[src/rtl/alu_arbiter.sv]
// -----------------------------------------------------------------------------
// alu_arbiter -- shares one combinational ALU among NUM_REQ requesters using
// round-robin arbitration. The winning request is computed in the same cycle
// and captured in a single-entry response register, tagged with the winner's
// index.
//
// Contents (package first, then sub-module, then top):
//   isa_defs_pkg : ALU opcode enumeration.
//   alu          : 32-bit combinational ALU (ADD, SUB; any other op gives 0).
//   alu_arbiter  : round-robin arbiter and response register.
//
// alu_arbiter ports:
//   clk          in   clock; all state changes on the rising edge
//   rst_n        in   synchronous active-low reset
//   req_valid    in   [NUM_REQ]        per-requester request valid
//   req_ready    out  [NUM_REQ]        per-requester accept, at most one hot
//   req_a        in   [NUM_REQ*32]     operand A, requester i at [32*i +: 32]
//   req_b        in   [NUM_REQ*32]     operand B, same packing
//   req_op       in   [NUM_REQ] alu_op_e  opcode per requester
//   rsp_valid    out  response register holds a result
//   rsp_ready    in   consumer accepts the response
//   rsp_id       out  [ID_W]  requester that owns the response
//   rsp_result   out  [32]    ALU result
//
// Optional build macro ALU_ARBITER_STATS_EN adds:
//   grant_count  out  [NUM_REQ*16]  saturating per-requester transfer counters
//   stall_cycles out  [16]          saturating count of cycles with a request
//                                   pending and no transfer
// -----------------------------------------------------------------------------

package isa_defs_pkg;

    typedef enum logic [1:0] {
        ALU_OP_NOP  = 2'd0,
        ALU_OP_ADD  = 2'd1,
        ALU_OP_SUB  = 2'd2,
        ALU_OP_RSVD = 2'd3
    } alu_op_e;

endpackage : isa_defs_pkg

// Combinational 32-bit ALU. Arithmetic wraps modulo 2^32.
module alu
    import isa_defs_pkg::*;
(
    input  logic [31:0] a,
    input  logic [31:0] b,
    input  alu_op_e     op,
    output logic [31:0] result
);

    // NOTE: every signal written in always_comb gets a default on entry;
    // a path that leaves it unassigned would infer a latch.
    always_comb begin
        result = '0;
        case (op)
            ALU_OP_ADD: result = a + b;
            ALU_OP_SUB: result = a - b;
            default:    result = '0;
        endcase
    end

endmodule : alu

module alu_arbiter
    import isa_defs_pkg::*;
#(
    parameter  int NUM_REQ = 4,
    localparam int ID_W    = $clog2(NUM_REQ)
) (
    input  logic                    clk,
    input  logic                    rst_n,
    input  logic [NUM_REQ-1:0]      req_valid,
    output logic [NUM_REQ-1:0]      req_ready,
    input  logic [32*NUM_REQ-1:0]   req_a,
    input  logic [32*NUM_REQ-1:0]   req_b,
    input  alu_op_e [NUM_REQ-1:0]   req_op,
    output logic                    rsp_valid,
    input  logic                    rsp_ready,
    output logic [ID_W-1:0]         rsp_id,
    output logic [31:0]             rsp_result
`ifdef ALU_ARBITER_STATS_EN
    ,
    output logic [16*NUM_REQ-1:0]   grant_count,
    output logic [15:0]             stall_cycles
`endif
);

    typedef enum logic {
        ST_EMPTY = 1'b0,
        ST_FULL  = 1'b1
    } rsp_state_e;

    rsp_state_e        state_q, state_d;
    logic [ID_W-1:0]   ptr_q, ptr_d;
    logic [ID_W-1:0]   rsp_id_q, rsp_id_d;
    logic [31:0]       rsp_result_q, rsp_result_d;

    logic              slot_free;
    logic              grant_any;
    logic [ID_W-1:0]   grant_idx;
    logic [NUM_REQ-1:0] grant_oh;

    logic [31:0]       alu_a, alu_b, alu_result;
    alu_op_e           alu_op;

    // -------------------------------------------------------------------------
    // Round-robin grant. The slot is free when empty or when the held response
    // drains this cycle, so drain and accept can share a cycle. The scan starts
    // at the pointer and wraps; the first valid requester wins. Gating with
    // rst_n keeps req_ready low for the whole reset cycle, so a requester never
    // sees an accept for a request that will be discarded.
    // -------------------------------------------------------------------------
    always_comb begin
        int idx;
        idx       = 0;
        slot_free = (state_q == ST_EMPTY) || rsp_ready;
        grant_any = 1'b0;
        grant_idx = '0;
        grant_oh  = '0;
        if (slot_free && rst_n) begin
            for (int k = 0; k < NUM_REQ; k++) begin
                idx = int'(ptr_q) + k;
                if (idx >= NUM_REQ) begin
                    idx = idx - NUM_REQ;
                end
                if (!grant_any && req_valid[idx]) begin
                    grant_any     = 1'b1;
                    grant_idx     = ID_W'(idx);
                    grant_oh[idx] = 1'b1;
                end
            end
        end
    end

    assign req_ready = grant_oh;

    // Operand mux feeding the single shared ALU.
    assign alu_a  = req_a[32*grant_idx +: 32];
    assign alu_b  = req_b[32*grant_idx +: 32];
    assign alu_op = req_op[grant_idx];

    alu u_alu (
        .a      (alu_a),
        .b      (alu_b),
        .op     (alu_op),
        .result (alu_result)
    );

    // -------------------------------------------------------------------------
    // Next-state logic. A transfer always wins over a drain: the register is
    // overwritten and stays FULL. The pointer only moves on a transfer.
    // -------------------------------------------------------------------------
    always_comb begin
        state_d      = state_q;
        ptr_d        = ptr_q;
        rsp_id_d     = rsp_id_q;
        rsp_result_d = rsp_result_q;
        if (grant_any) begin
            state_d      = ST_FULL;
            rsp_id_d     = grant_idx;
            rsp_result_d = alu_result;
            ptr_d        = (grant_idx == ID_W'(NUM_REQ - 1)) ? '0
                                                             : grant_idx + ID_W'(1);
        end else if ((state_q == ST_FULL) && rsp_ready) begin
            state_d = ST_EMPTY;
        end
    end

    // NOTE: sequential state uses non-blocking assignments only, so every
    // flop samples its _d value from before the edge.
    always_ff @(posedge clk) begin
        if (!rst_n) begin
            state_q      <= ST_EMPTY;
            ptr_q        <= '0;
            rsp_id_q     <= '0;
            // NOTE: the result register is a plain data register, but it is
            // reset so rsp_result reads 0 after reset instead of X.
            rsp_result_q <= '0;
        end else begin
            state_q      <= state_d;
            ptr_q        <= ptr_d;
            rsp_id_q     <= rsp_id_d;
            rsp_result_q <= rsp_result_d;
        end
    end

    assign rsp_valid  = (state_q == ST_FULL);
    assign rsp_id     = rsp_id_q;
    assign rsp_result = rsp_result_q;

`ifdef ALU_ARBITER_STATS_EN
    // -------------------------------------------------------------------------
    // Saturating statistics counters.
    // -------------------------------------------------------------------------
    logic [NUM_REQ-1:0][15:0] grant_count_q, grant_count_d;
    logic [15:0]              stall_cycles_q, stall_cycles_d;

    always_comb begin
        grant_count_d  = grant_count_q;
        stall_cycles_d = stall_cycles_q;
        for (int i = 0; i < NUM_REQ; i++) begin
            if (grant_oh[i] && (grant_count_q[i] != 16'hFFFF)) begin
                grant_count_d[i] = grant_count_q[i] + 16'd1;
            end
        end
        if ((|req_valid) && !grant_any && (stall_cycles_q != 16'hFFFF)) begin
            stall_cycles_d = stall_cycles_q + 16'd1;
        end
    end

    always_ff @(posedge clk) begin
        if (!rst_n) begin
            grant_count_q  <= '0;
            stall_cycles_q <= '0;
        end else begin
            grant_count_q  <= grant_count_d;
            stall_cycles_q <= stall_cycles_d;
        end
    end

    assign grant_count  = grant_count_q;
    assign stall_cycles = stall_cycles_q;
`else
    // Statistics disabled: no counter logic is built.
`endif

endmodule : alu_arbiter

[config.mk]
export PLATFORM = sky130hd
export DESIGN_NAME = alu_arbiter
export DESIGN_NICKNAME = d
export VERILOG_FILES = /design/src/rtl/alu_arbiter.sv
export SDC_FILE = /design/constraint.sdc
export NUM_CORES = 1
export LEC_CHECK = 0
export CAP_MARGIN = 20
export CORE_ASPECT_RATIO = 0.7
export CORE_MARGIN = 4
export CORE_UTILIZATION = 25
export DETAILED_ROUTE_END_ITERATION = 6
export PLACE_DENSITY = 0.58
export RECOVER_POWER = 50
export SYNTH_ARGS = -nofsm -noshare
export SYNTH_HDL_FRONTEND = slang
export SYNTH_HIERARCHICAL = 1
export SYNTH_SLANG_ARGS = --single-unit
[constraint.sdc]
create_clock -name clk -period 8.4 [get_ports clk]
set_input_delay 2.52 -clock clk [delete_from_list [all_inputs] [get_ports clk]]
set_output_delay 2.52 -clock clk [all_outputs]
set_load 0.05 [all_outputs]
# After elaboration in Yosys (flattened, before gate mapping)
# Cells that the tools add are included.
[totals]
ff_bits = 37
latch_bits = 0
ram_bits = 0
romBits = 0
input_bits = 271
out_inout_bits = 39
n_memories = 0
[classes]
add_sub_neg = 10
mul = 0
n_div = 0
n_lt_le_gt_ge = 13
eq_ne = 3
shifts = 2
mux = 55
bitwise_logic = 4
n_reduce_logical = 14
[ops]
columns = ["op", "n"]
rows = [
  ["$mux W32", 8],
  ["$shiftx A128 B8 Y32", 2],
  ["$ge A32 B1 Y1 const B", 4],
  ["$lt A32 B4 Y1 const B", 4],
  ["$pmux W32 S2", 1],
  ["$add A32 B32 Y32", 1],
  ["$mux W4", 8],
  ["$sub A32 B32 Y32", 1],
  ["$mux W1", 22],
  ["$mux W2", 7],
  ["$or A4 B4 Y4", 3],
  ["$sub A3 B3 Y4 const B", 3],
  ["$ge A3 B3 Y1 const B", 3],
  ["$logic_and A1 B1 Y1", 9],
  ["$bmux W1 S2", 4],
  ["$demux W1 S2", 4],
  ["$add A2 B2 Y3 const B", 2],
  ["$bmux W2 S2", 1],
  ["$eq A2 B2 Y1 const B", 2],
  ["$sub A2 B3 Y4 const B", 1],
  ["$add A2 B1 Y3 const B", 1],
  ["$ge A2 B3 Y1 const B", 1],
  ["$logic_not A1 Y1", 3],
  ["$lt A2 B3 Y1 const B", 1],
  ["5 further kinds", 5],
]

# Logic depth before layout (Yosys ltp)
# Gate-level depths: netlist of the first run.
[logic_depth]
word_depth = 25
mapped_depth = 31
mapped_depth_nobuf = 24

# By module
# Netlist of the first run, hierarchy kept.
[by_module_without_submodules]
columns = ["module", "instances", "cells_each", "area_each_um2", "seq_area_each_um2"]
rows = [
  ["alu_arbiter", 1, 437, 3948.8, 740.7],
  ["alu", 1, 396, 2563.7, 0.0],
]

# Worst setup path before layout of the first run
# OpenSTA, ideal clock, no wires.
[synth_path]
path_type = "input port to flip-flop"
start = "input req_valid[3]"
end = "register rsp_result_q[30] (netlist: rsp_result[30])"
arrival_time_ns = 7.620
required_ns = 8.286
path_slack_ns = 0.666
stages = 24
n_path_buf = 5
path_cell_list = "buf_2 > mux4_2 > buf_6 > a211oi_2 > o311ai_2 > buf_6 > buf_6 > mux2i_1 > or4_4 > or4_4 > nor3_4 > and3_2 > nor2_1 > xnor2_1 > ha_1 > clkbuf_1 > a21o_1 > a211o_1 > a31oi_1 > a21oi_1 > a221oi_1 > mux2_2 > nand2_1 > nand2_1"
[synth_via]
elab_cells_between_ends = 40
[synth_lines]
columns = ["element", "line_no", "rtl"]
rows = [
  ["start, declared", "73", "input logic [NUM_REQ-1:0] req_valid,"],
  ["$bmux W1 S2", "127", "if (!grant_any && req_valid[idx]) begin"],
  ["$mux W1 (implied by the code) (2 in a row)", "127", ""],
  ["$mux W1", "127", ""],
  ["$mux W1", "121", "if (slot_free && rst_n) begin"],
  ["$logic_not A1 Y1", "127", ""],
  ["$logic_and A1 B1 Y1", "127", ""],
  ["$mux W1", "127", ""],
  ["$mux W1", "121", ""],
  ["[... 5 more ...]", "n/a", ""],
  ["$logic_and A1 B1 Y1", "127", ""],
  ["$mux W2 (*)", "127", ""],
  ["$mux W2 (*)", "121", ""],
  ["$shiftx A128 B8 Y32 (*)", "140", "assign alu_b = req_b[32*grant_idx +: 32];"],
  ["net alu_b[8]", "104", "logic [31:0] alu_a, alu_b, alu_result;"],
  ["$sub A32 B32 Y32 or $add A32 B32 Y32 (tied branches)", "58, 57", ""],
  ["$pmux W32 S2 (*)", "56", "case (op)"],
  ["net alu_result[30]", "104", ""],
  ["end signal, assigned", "184", "rsp_result_q <= rsp_result_d;"],
  ["end, declared", "97", "logic [31:0] rsp_result_q, rsp_result_d;"],
]
# The timed path passes the listed nets; every way through them passes the cells marked *. The select of a mux whose other input is x is not followed.
# A chain may end at the register's enable or synchronous reset.

# Worst setup path in the final report of the first run
[layout_path]
start = "input req_valid[0]"
end = "register rsp_result_q[28] (netlist: rsp_result[28])"
# Same word-level chain as after synthesis.

==> results of run 1 <==
==> logic make-up (layout without fill, tap and decap cells) <==
logic type | Yosys count | after routing | synth area share
fa+ha+maj | 38 | 38 | 0.0742
mux | 213 | 213 | 0.335
xor+xnor | 48 | 48 | 0.0646
buf+inv | 77 | 415 | 0.0657
flops | 37 | 37 | 0.114
simple gates | 277 | 277 | 0.204
compound gates | 143 | 143 | 0.143
==> metrics by stage <==
| stage | utilization | cell area, um^2 | hold WS (ns) |
|---|---|---|---|
| 3_3_place_gp | 0.401 | 10300 | 0.444 |
| 4_1_cts | 0.407 | 10500 | 0.456 |
| 5_1_grt | 0.409 | 10500 | 0.471 |
| 2_1_floorplan | - | 6510 | 0.674 |
| 3_5_place_dp | 0.401 | 10300 | 0.446 |
| 6_report | 0.409 | 10500 | 0.449 |
==> placed cells by master, fill, tap and decap left out, types with 10 or more instances in the layout <==
master	Yosys	final
a21o_1	13	13
a21oi_1	55	55
buf_4	4	71
clkdlybuf4s50_1	0	274
dfxtp_1	37	37
dlygate4sd3_1	0	35
ha_1	37	37
inv_1	20	20
mux2_2	10	10
mux2i_1	200	200
nand2_1	88	88
nand3_1	39	39
nor2_1	64	64
nor2b_1	13	13
nor3_1	21	21
o21ai_0	21	21
xnor2_1	41	41
==> metal layers <==
layer  vias to the layer above  routed length [um]
met4                         0                 169
met5                         -                   0
met3                        16                1840
met2                       263               12400
li1                       3695                   -
met1                      3342               11600
==> critical path: stages <==
cell	delay, ns
clkdlybuf4s50_1	0.45
buf_4	0.19
nor4_2	0.27
clkbuf_1	0.23
nor3_4	0.07
o2111ai_4	0.18
buf_12	0.21
mux2i_1	0.25
mux2i_1	0.15
or4_4	0.56
or4_4	0.46
nor3_4	0.22
buf_4	0.16
a31oi_1	0.10
xnor2_1	0.14
ha_1	0.33
a21oi_1	0.19
o21bai_1	0.11
a21o_1	0.21
a211o_1	0.30
a41o_1	0.24
a41oi_1	0.20
mux2_2	0.36
nand2_1	0.06
nand2_1	0.05
==> area by class of cell <==
class,count,area share
multi-input cells,719,0.515
repair buffers,386,0.354
flip-flops and latches,37,0.0705
well taps,331,0.0394
clock buffers,6,0.0123
inverters,21,0.00750
clock inverters,2,0.000953
==> repair_timing <==
| action | CTS | global route |
|---|---|---|
| hold endpoints to repair | 0 | 0 |
| hold buffers | 0 | 0 |
| buffers inserted | 0 | 1 |
| setup endpoints to repair | 0 | 11 |
| gates resized for setup | 0 | 6 |
==> power by group <==
part	switching [mW]	internal (mW)
registers	0.0346	0.228
clock network	0.0712	0.109
logic	1.68	1.38
total	1.78	1.72
==> state kept, by name (all words and copies together), names as in the netlist <==
register	cells
ptr_q	2
rsp_id	2
rsp_result	32
rsp_valid	1
==> final timing paths <==
path	end	slack, ns	depth (start not counted)
max	rsp_result[28]	0.36	25
min	rsp_result[29]	0.45	2
min reg2reg	rsp_result[29]	0.45	2
max reg2reg	rsp_result[28]	1.51	23
==> results.md, run 1 <==
* Number of global-route vias before repair at 7,595
* Gr usage total at 0.173
* Arrival @ worst endpoint at 8.21 ns
* Tightest Hold Check Type: flop to flop
* Cells after synthesis at 833
* Register area at 741 um^2
* CTS tree: yes
* Multi-input gate area at 5410 um^2
* Die H at 143 um
* Global-route wire length before repair at 40,300 um
* Leading area contributor after synthesis: mux2i_1
* Cts bufs inserted at 5
* Post-DP HPWL at 22,100 um
* GR Util met3 at 0.0452
* Core area at 25,700 um^2
* Antenna Cells at 0
* LEAKAGE at 5.29 nW
* Reg2reg start: ptr_q[0]
* CTS H-tree depth at 2
* Asr flop ratio synth at 0
* Top FF cell, synth: dfxtp_1
* Boundary Pins at 310
* Peak VDD IR at 0.000126 V
* Global route total overflow at 0
* Syn nets at 1,142
* Vias per cell at 4.87
* Mapped Avg Cell Area at 7.82 um^2
* Area Growth Syn to Fin at 61.3%
* Nets at 1,479
* Status: complete, no violations
* Worst slew pin tran at 0.680 ns
* Syn Std Cell Area at 6510 um^2
* Placed Cells incl. Taps at 1,493
* Leading post-synthesis cells by cell area: mux2i_1, dfxtp_1, ha_1
* Final Hold Fails at 0
* Core Rows at 49
* Part of the Yosys area used for sequential elements at 0.114
* Met2 usage at 0.314
* Final non-filler cell total at 1,502
* Most numerous cell in the Yosys netlist: mux2i_1
* Routed length per placed instance at 17.3 um
* Iteration-0 DRC count of the detailed router at 431
* Design Power at 3.50 mW
* Proportion of layout cells with a drive suffix above 1 at 0.0982
* CTS Root Cell: clkbuf_16
* Setup ws final at 0.363 ns
* WP data required at 8.57 ns
* CP Launch Type: input pin
* Vias at 7,316
* Fill count at 2,590
* Number of port buffers at 309
* Worst Setup End Kind: flop
* RePlAce Congestion at 0.913
* Final period demand of the worst path at 8.04 ns
* Count of cell types in the netlist at 67
* Dpl ws at -0.0110 ns
* Final wirelength at 26,000 um
* Initial antenna violation count at 0
* First-pass DRT Iterations at 5
* Sink Count at 37
* DRC at 0
* Final Cycle Share at 0.957
* Largest net degree at the start of global routing at 70
* Cell Pwr Density at 333 nW/um^2
* Initial Util at 0.254
* Final Max Tran Viols at 0
* Max-cap violations at 0
* Top post-synthesis cells by count: mux2i_1, nand2_1, nor2_1
* Layout Skew at 0.00372 ns
* Critical path class: input pin to flop
* Worst setup path start: req_valid[0]
* GR peak layer: met2
* Setup TNS at 0 ns
* Die X at 201 um
* Die area at 28,700 um^2
* HP Start: rsp_result[29]
* Final setup violating endpoints at 0
* Post-synth EDFFs at 0
* Fmax achieved at 124 MHz
* Relative slew slack at 0.546
* Clock slew at reported path FFs at 0.06 ns
* Synth Warn # at 6
* Critical path fanouts, max at 14
* RSZ-0062 raised after global routing: no
* Clock Latency Late Sink at 0.28 ns
* GR Util met1 at 0.217
* CTS Buffer Depth at 2
* ANT nets after route at 0
* Top cell type's share of synthesized area at 0.307
* Synth Register Bits at 37
(Power assumes the default switching activity.)
==> run 2: changes to the inputs <==
CELL_PAD_IN_SITES_DETAIL_PLACEMENT = 0   (was not set)
CELL_PAD_IN_SITES_GLOBAL_PLACEMENT = 2   (was not set)
CORE_UTILIZATION = 23   (was 25)
PLACE_DENSITY = 0.88   (was 0.58)
clock period = 8 ns   (was 8.4 ns; I/O delays follow)
==> run 2 against run 1 <==
Net effect:
- combinational power grew 15%
- power increased by 14%
- clock skew grew 0.00096 ns
- setup slack worse by 0.10 ns
- highest routed layer unchanged
==> results.md, run 2 (synthesis results as in run 1) <==
* Status: complete, no violations
* Number of flip-flops in the largest register at 32 (unchanged)
* Worst setup path start: req_valid[1]
* Cts bufs inserted at 5 (unchanged)
* CP Launch Type: input pin
* Design Power at 4.00 mW (+14%)
* Final Max Tran Viols at 0 (unchanged)
* Proportion of layout cells with a drive suffix above 1 at 0.156 (+0.0574)
* Iteration-0 DRC count of the detailed router at 332 (-23%)
* HP Start: rsp_result[16]
* Global-route wire length before repair at 40,700 um (+0.96%)
* Commonest non-fill, non-tap cell in the layout: clkdlybuf4s50_1
* Final wirelength at 26,400 um (+1.8%)
* ANT nets after route at 0 (unchanged)
* Flop pwr share at 0.069 (-0.006)
* Final Cycle Share at 0.968
* Max-cap violations at 0 (unchanged)
* Die H at 149 um (+4.0%)
* Vias at 7,589 (+3.7%)
* Initial antenna violation count at 0 (unchanged)
* Fill count at 2,900 (+12%)
* Boundary Pins at 310 (unchanged)
* CTS Root Cell: clkbuf_16
* Buf+Inv Stages, Crit Path at 6 (+1)
* DRC at 0 (unchanged)
* DRT met1 WL at 11,900 um (+2.8%)
* Critical path class: input pin to flop
* CTS tree: yes
* Metal3 WL at 1690 um (-8.4%)
* Cell-internal power at 2.06 mW (+20%)
* Post-DP Area at 10,800 um^2 (+5.1%)
* Tightest Hold Check Type: flop to flop
* Global route total overflow at 0 (unchanged)
* Most frequent cells in the layout: clkdlybuf4s50_1, mux2i_1, buf_4
* Sw Ratio at 0.486 (-0.0234)
* Routed length per placed instance at 16.4 um (-5.1%)
* Post-DP HPWL at 22,800 um (+3.1%)
* Layout Skew at 0.00468 ns (+0.000964 ns)
* Die X at 209 um (+4.1%)
* Net Sw Power at 1.94 mW (+9.1%)
* Gr usage total at 0.162 (-0.0113)
* Sink Count at 37 (unchanged)
* Final setup violating endpoints at 0 (unchanged)
* Combinational power share at 0.884 (+0.010)
* Nets at 1,548 (+4.7%)
* Reg2reg start: ptr_q[0]
* CP delay by family, top: simple AND/OR/NAND/NOR gates
* Critical path fanouts, max at 4 (-10)
* Cell repeated most along the worst path: buf_4
* Fmax achieved at 129 MHz
* Highest metal used: met4
* Worst path slowest cell: or4_4
* Fin area at 11,100 um^2 (+5.5%)
* Vias per cell at 4.71 (-3.3%)
* RePlAce Congestion at 0.880 (-3.6%)
* CTS Hold Bufs at 0 (unchanged)
* Hold slack at 0.449 ns (-0.000463 ns)
* LEAKAGE at 5.63 nW (+6.4%)
* Worst slew pin tran at 0.756 ns (+0.0766 ns)
* Number of port buffers at 309 (unchanged)
* Arrival @ worst endpoint at 7.92 ns (-0.29 ns)
* Die area at 31,100 um^2 (+8.3%)
* Clock slew at reported path FFs at 0.06 ns (about the same)
* Cell Pwr Density at 361 nW/um^2 (+8.3%)
* Multi-input gate area at 5430 um^2 (+0.32%)
* Initial Util at 0.234 (-0.0194)
* Register area at 741 um^2 (unchanged)
* Core Rows at 51 (+4.1%)
* Wire length on met2 at 12,800 um (+3.3%)
* Max incr delay on CP at 0.52 ns (-0.04 ns)
* Area Growth Syn to Fin at 70.2%
* Core area at 27,800 um^2 (+8.3%)
* Final period demand of the worst path at 7.74 ns
* Antenna Cells at 0 (unchanged)
* Worst Setup End Kind: flop
* First-pass DRT Iterations at 5 (unchanged)
* WP data required at 8.18 ns (-0.39 ns)
* Relative slew slack at 0.496 (-0.0505)
* Peak VDD IR at 0.000136 V (+8.1%)
* CTS Buffer Depth at 2 (unchanged)
* Clock Latency Late Sink at 0.28 ns (about the same)
* Number of global-route vias before repair at 7,693 (+1.3%)
* Power share of the clock group at 0.047 (-0.004)
* Largest net degree at the start of global routing at 37 (-47%)
* Final Hold Fails at 0 (unchanged)
* CTS H-tree depth at 2 (unchanged)
[run 2: cell type report]
type / instances / share of cell area
Multi-Input combinational cell: 719 / 0.490
Timing Repair Buffer: 455 / 0.382
Sequential cell: 37 / 0.0668
Tap cell: 371 / 0.0419
Clock buffer: 6 / 0.0116
Inverter: 21 / 0.00711
Clock inverter: 2 / 0.000903
[run 2: path summary, 6_finish.rpt]
check	endpoint	cells after the start	slack, ns
max	rsp_result[29]	26	0.26
max reg2reg	rsp_result[29]	26	1.31
min	rsp_result[16]	2	0.45
min reg2reg	rsp_result[16]	2	0.45
[run 2: power by group through the flow]
stage	Combinational [mW]	Clock (mW)	Sequential, mW
after detailed placement	3.52	0	0.280
final	3.53	0.190	0.275
after global placement	3.51	0	0.280
after global routing	3.88	0.212	0.282
after floorplan	2.08	0	0.420
after CTS	3.54	0.199	0.277
[run 2: worst register-to-register path, delay by kind of cell (launching register included)]
family	cells	cell delay, ns
compound gates	4	0.72
flops	1	0.75
mux	3	1.04
fa+ha+maj	2	0.92
xor+xnor	1	0.13
simple gates	11	2.09
buf+inv	5	0.92
[run 2: what timing repair did]
action / in CTS / in global routing
setup buffers: 0 / 2
gates resized for setup: 0 / 18
setup endpoints to repair: 0 / 16
[run 2: per-layer routing]
layer | global-route usage | up-vias
li1 | - | 3836
met1 | 0.208 | 3518
met2 | 0.291 | 229
met3 | 0.0364 | 6
met4 | 0.0114 | 0
met5 | 0 | -
[run 2: metrics by stage]
| stage | TNS, ns | util | instances | worst slack, ns |
|---|---|---|---|---|
| after floorplan | 0 | - | 833 | 0.386 |
| after global placement | -0.896 | 0.390 | 1601 | -0.200 |
| after detailed placement | -0.855 | 0.390 | 1601 | -0.198 |
| after CTS | 0 | 0.395 | 1609 | 0.0711 |
| after global routing | -0.0146 | 0.398 | 1611 | -0.0146 |
| final | 0 | 0.398 | 1611 | 0.259 |
==> run 3: changes to the inputs <==
GPL_TIMING_DRIVEN = 0   (was not set)
==> run 3 against run 2 <==
Net effect:
- critical path depth is the same
- global-route usage increased by 2.0 points
- setup slack lost 0.064 ns
- routed wire length rose by 12%
- clock power grew 2%
- first-iteration DRC count increased by 25%
- fmax down 0.81%
- register-to-register slack barely moved
- hold slack gained 0.0040 ns
==> results.md, run 3 (synthesis results as in run 1) <==
* Die X at 209 um (unchanged)
* Number of flip-flops in the largest register at 32 (unchanged)
* Final Max Tran Viols at 0 (unchanged)
* Global route total overflow at 0 (unchanged)
* Global-route wire length before repair at 43,700 um (+7.4%)
* Sink Count at 37 (unchanged)
* Register area at 741 um^2 (unchanged)
* Final setup violating endpoints at 0 (unchanged)
* Post-DP HPWL at 25,100 um (+10%)
* ANT nets after route at 0 (unchanged)
* Final non-filler cell total at 1,534 (-4.8%)
* Reg-to-reg slack, setup at 1.30 ns (about the same)
* RePlAce Congestion at 0.867 (-1.5%)
* Dpl ws at -1.07 ns (-0.871 ns)
* Die H at 149 um (unchanged)
* First-pass DRT Iterations at 5 (unchanged)
* Vias per cell at 4.86 (+3.2%)
* Boundary Pins at 310 (unchanged)
* Critical path fanouts, max at 10 (+6)
* Final Hold Fails at 0 (unchanged)
* Clock slew at reported path FFs at 0.05 ns (about the same)
* Proportion of layout cells with a drive suffix above 1 at 0.102 (-0.0533)
* CTS H-tree depth at 2 (unchanged)
* CP Launch Type: input pin
* Routed length per placed instance at 19.3 um (+18%)
* Nets at 1,472 (-4.9%)
* Iteration-0 DRC count of the detailed router at 414 (+25%)
* Cts bufs inserted at 5 (unchanged)
* Antenna Cells at 0 (unchanged)
* WP data required at 8.17 ns (about the same)
* Placed Cells incl. Taps at 1,512 (-5.6%)
* Number of port buffers at 307 (-0.65%)
* Worst slew pin tran at 0.687 ns (-0.0694 ns)
* Largest net degree at the start of global routing at 11 (-70%)
* Max incr delay on CP at 0.53 ns (about the same)
* Tightest Hold Check Type: flop to flop
* Gr usage total at 0.182 (+0.0204)
* Initial Util at 0.234 (unchanged)
* Max-cap violations at 0 (unchanged)
* Post-layout util at 0.381 (-0.0170)
* Core Rows at 51 (unchanged)
* Final period demand of the worst path at 7.81 ns (+0.0636 ns)
* Area Growth Syn to Fin at 62.9%
* Status: complete, no violations
* Initial antenna violation count at 0 (unchanged)
* CTS Buffer Depth at 2 (unchanged)
* Relative slew slack at 0.529 (+0.0332)
* LEAKAGE at 5.08 nW (-9.8%)
* Design Power at 3.74 mW (-6.5%)
* DRC at 0 (unchanged)
* Setup ws final at 0.195 ns (-0.0636 ns)
* Critical path class: input pin to flop
* Fmax achieved at 128 MHz (-0.81%)
* Fill count at 2,970 (+2.4%)
* Arrival @ worst endpoint at 7.98 ns (+0.06 ns)
* Core area at 27,800 um^2 (unchanged)
* Worst Setup End Kind: flop
* Final Cycle Share at 0.976 (+0.00795)
* Vias at 7,456 (-1.8%)
* Layout Skew at 0.00325 ns (-0.00143 ns)
* Commonest non-fill, non-tap cell in the layout: clkdlybuf4s50_1
* Hold slack at 0.453 ns (+0.00396 ns)
* Number of global-route vias before repair at 7,585 (-1.4%)
* CTS tree: yes
* Worst path slowest cell: mux2i_1
* Multi-input gate area at 5570 um^2 (+2.5%)
* CTS Root Cell: clkbuf_16
* Clock Latency Late Sink at 0.28 ns (about the same)
* Peak VDD IR at 0.000164 V (+21%)
* Die area at 31,100 um^2 (unchanged)
* Final wirelength at 29,700 um (+12%)
* Most frequent cells in the layout: clkdlybuf4s50_1, mux2i_1, nand2_1
* Cell Pwr Density at 353 nW/um^2 (-2.3%)
run 3: cell count changes in the layout (fill, tap and decap cells not counted), moves of 4 or more:
cell             previous run  this run
buf_1                       0         6
buf_2                       0         8
buf_4                     144        22
buf_6                       2        15
clkbuf_1                    1        15
clkdlybuf4s50_1           270       304
dlygate4sd3_1              35         0
ha_1                       37        33
mux2i_1                   200       191
mux2i_2                     0         6
run 3: layout make-up:
type / count / share of cell area
plain buffers: 53 / 0.0380
clock buffers: 7 / 0.0134
inverters: 21 / 0.00743
multi-input cells: 719 / 0.525
flip-flops and latches: 37 / 0.0698
well taps: 371 / 0.0437
repair buffers: 326 / 0.303
run 3: power breakdown:
group          leakage (nW)  internal [mW]  switching (mW)
registers             0.305          0.239          0.0330
clock network        0.0700          0.122          0.0716
logic                  4.71           1.40            1.88
run 3: final timing paths:
check / start / end / depth (start not counted)
hold reg to reg: rsp_result[26] / rsp_result[26] / 2
setup reg to reg: ptr_q[0] / rsp_result[29] / 29
hold / removal: rsp_result[26] / rsp_result[26] / 2
setup / recovery: req_valid[1] / rsp_result[29] / 26
run 3: routing by layer:
metal | track usage | share of wire
met5 | 0 | 0
met4 | 0.0251 | 0.014
met3 | 0.0492 | 0.084
met2 | 0.299 | 0.45
met1 | 0.247 | 0.46
run 3: timing repair:
item                       CTS  global route
pin swaps                   14            10
resized for setup           45            25
setup buffers               10             8
hold buffers                 0             0
setup endpoints to repair   16            13
cloned                       0             0
run 3: metrics by stage:
| stage | area (um^2) | TNS [ns] |
|---|---|---|
| 5_1_grt | 10600 | -0.0531 |
| 2_1_floorplan | 6510 | 0 |
| 4_1_cts | 10400 | -0.000483 |
| 3_3_place_gp | 10000 | -11.23 |
| 3_5_place_dp | 10100 | -10.41 |
| 6_report | 10600 | 0 |
run 3: worst max-delay path, delay by kind of cell:
| kind | cells | cell delay, ns |
|---|---|---|
| fa+ha+maj | 1 | 0.26 |
| mux | 3 | 1.02 |
| compound gates | 7 | 1.36 |
| simple gates | 7 | 1.15 |
| xor+xnor | 1 | 0.15 |
| buf+inv | 7 | 1.62 |
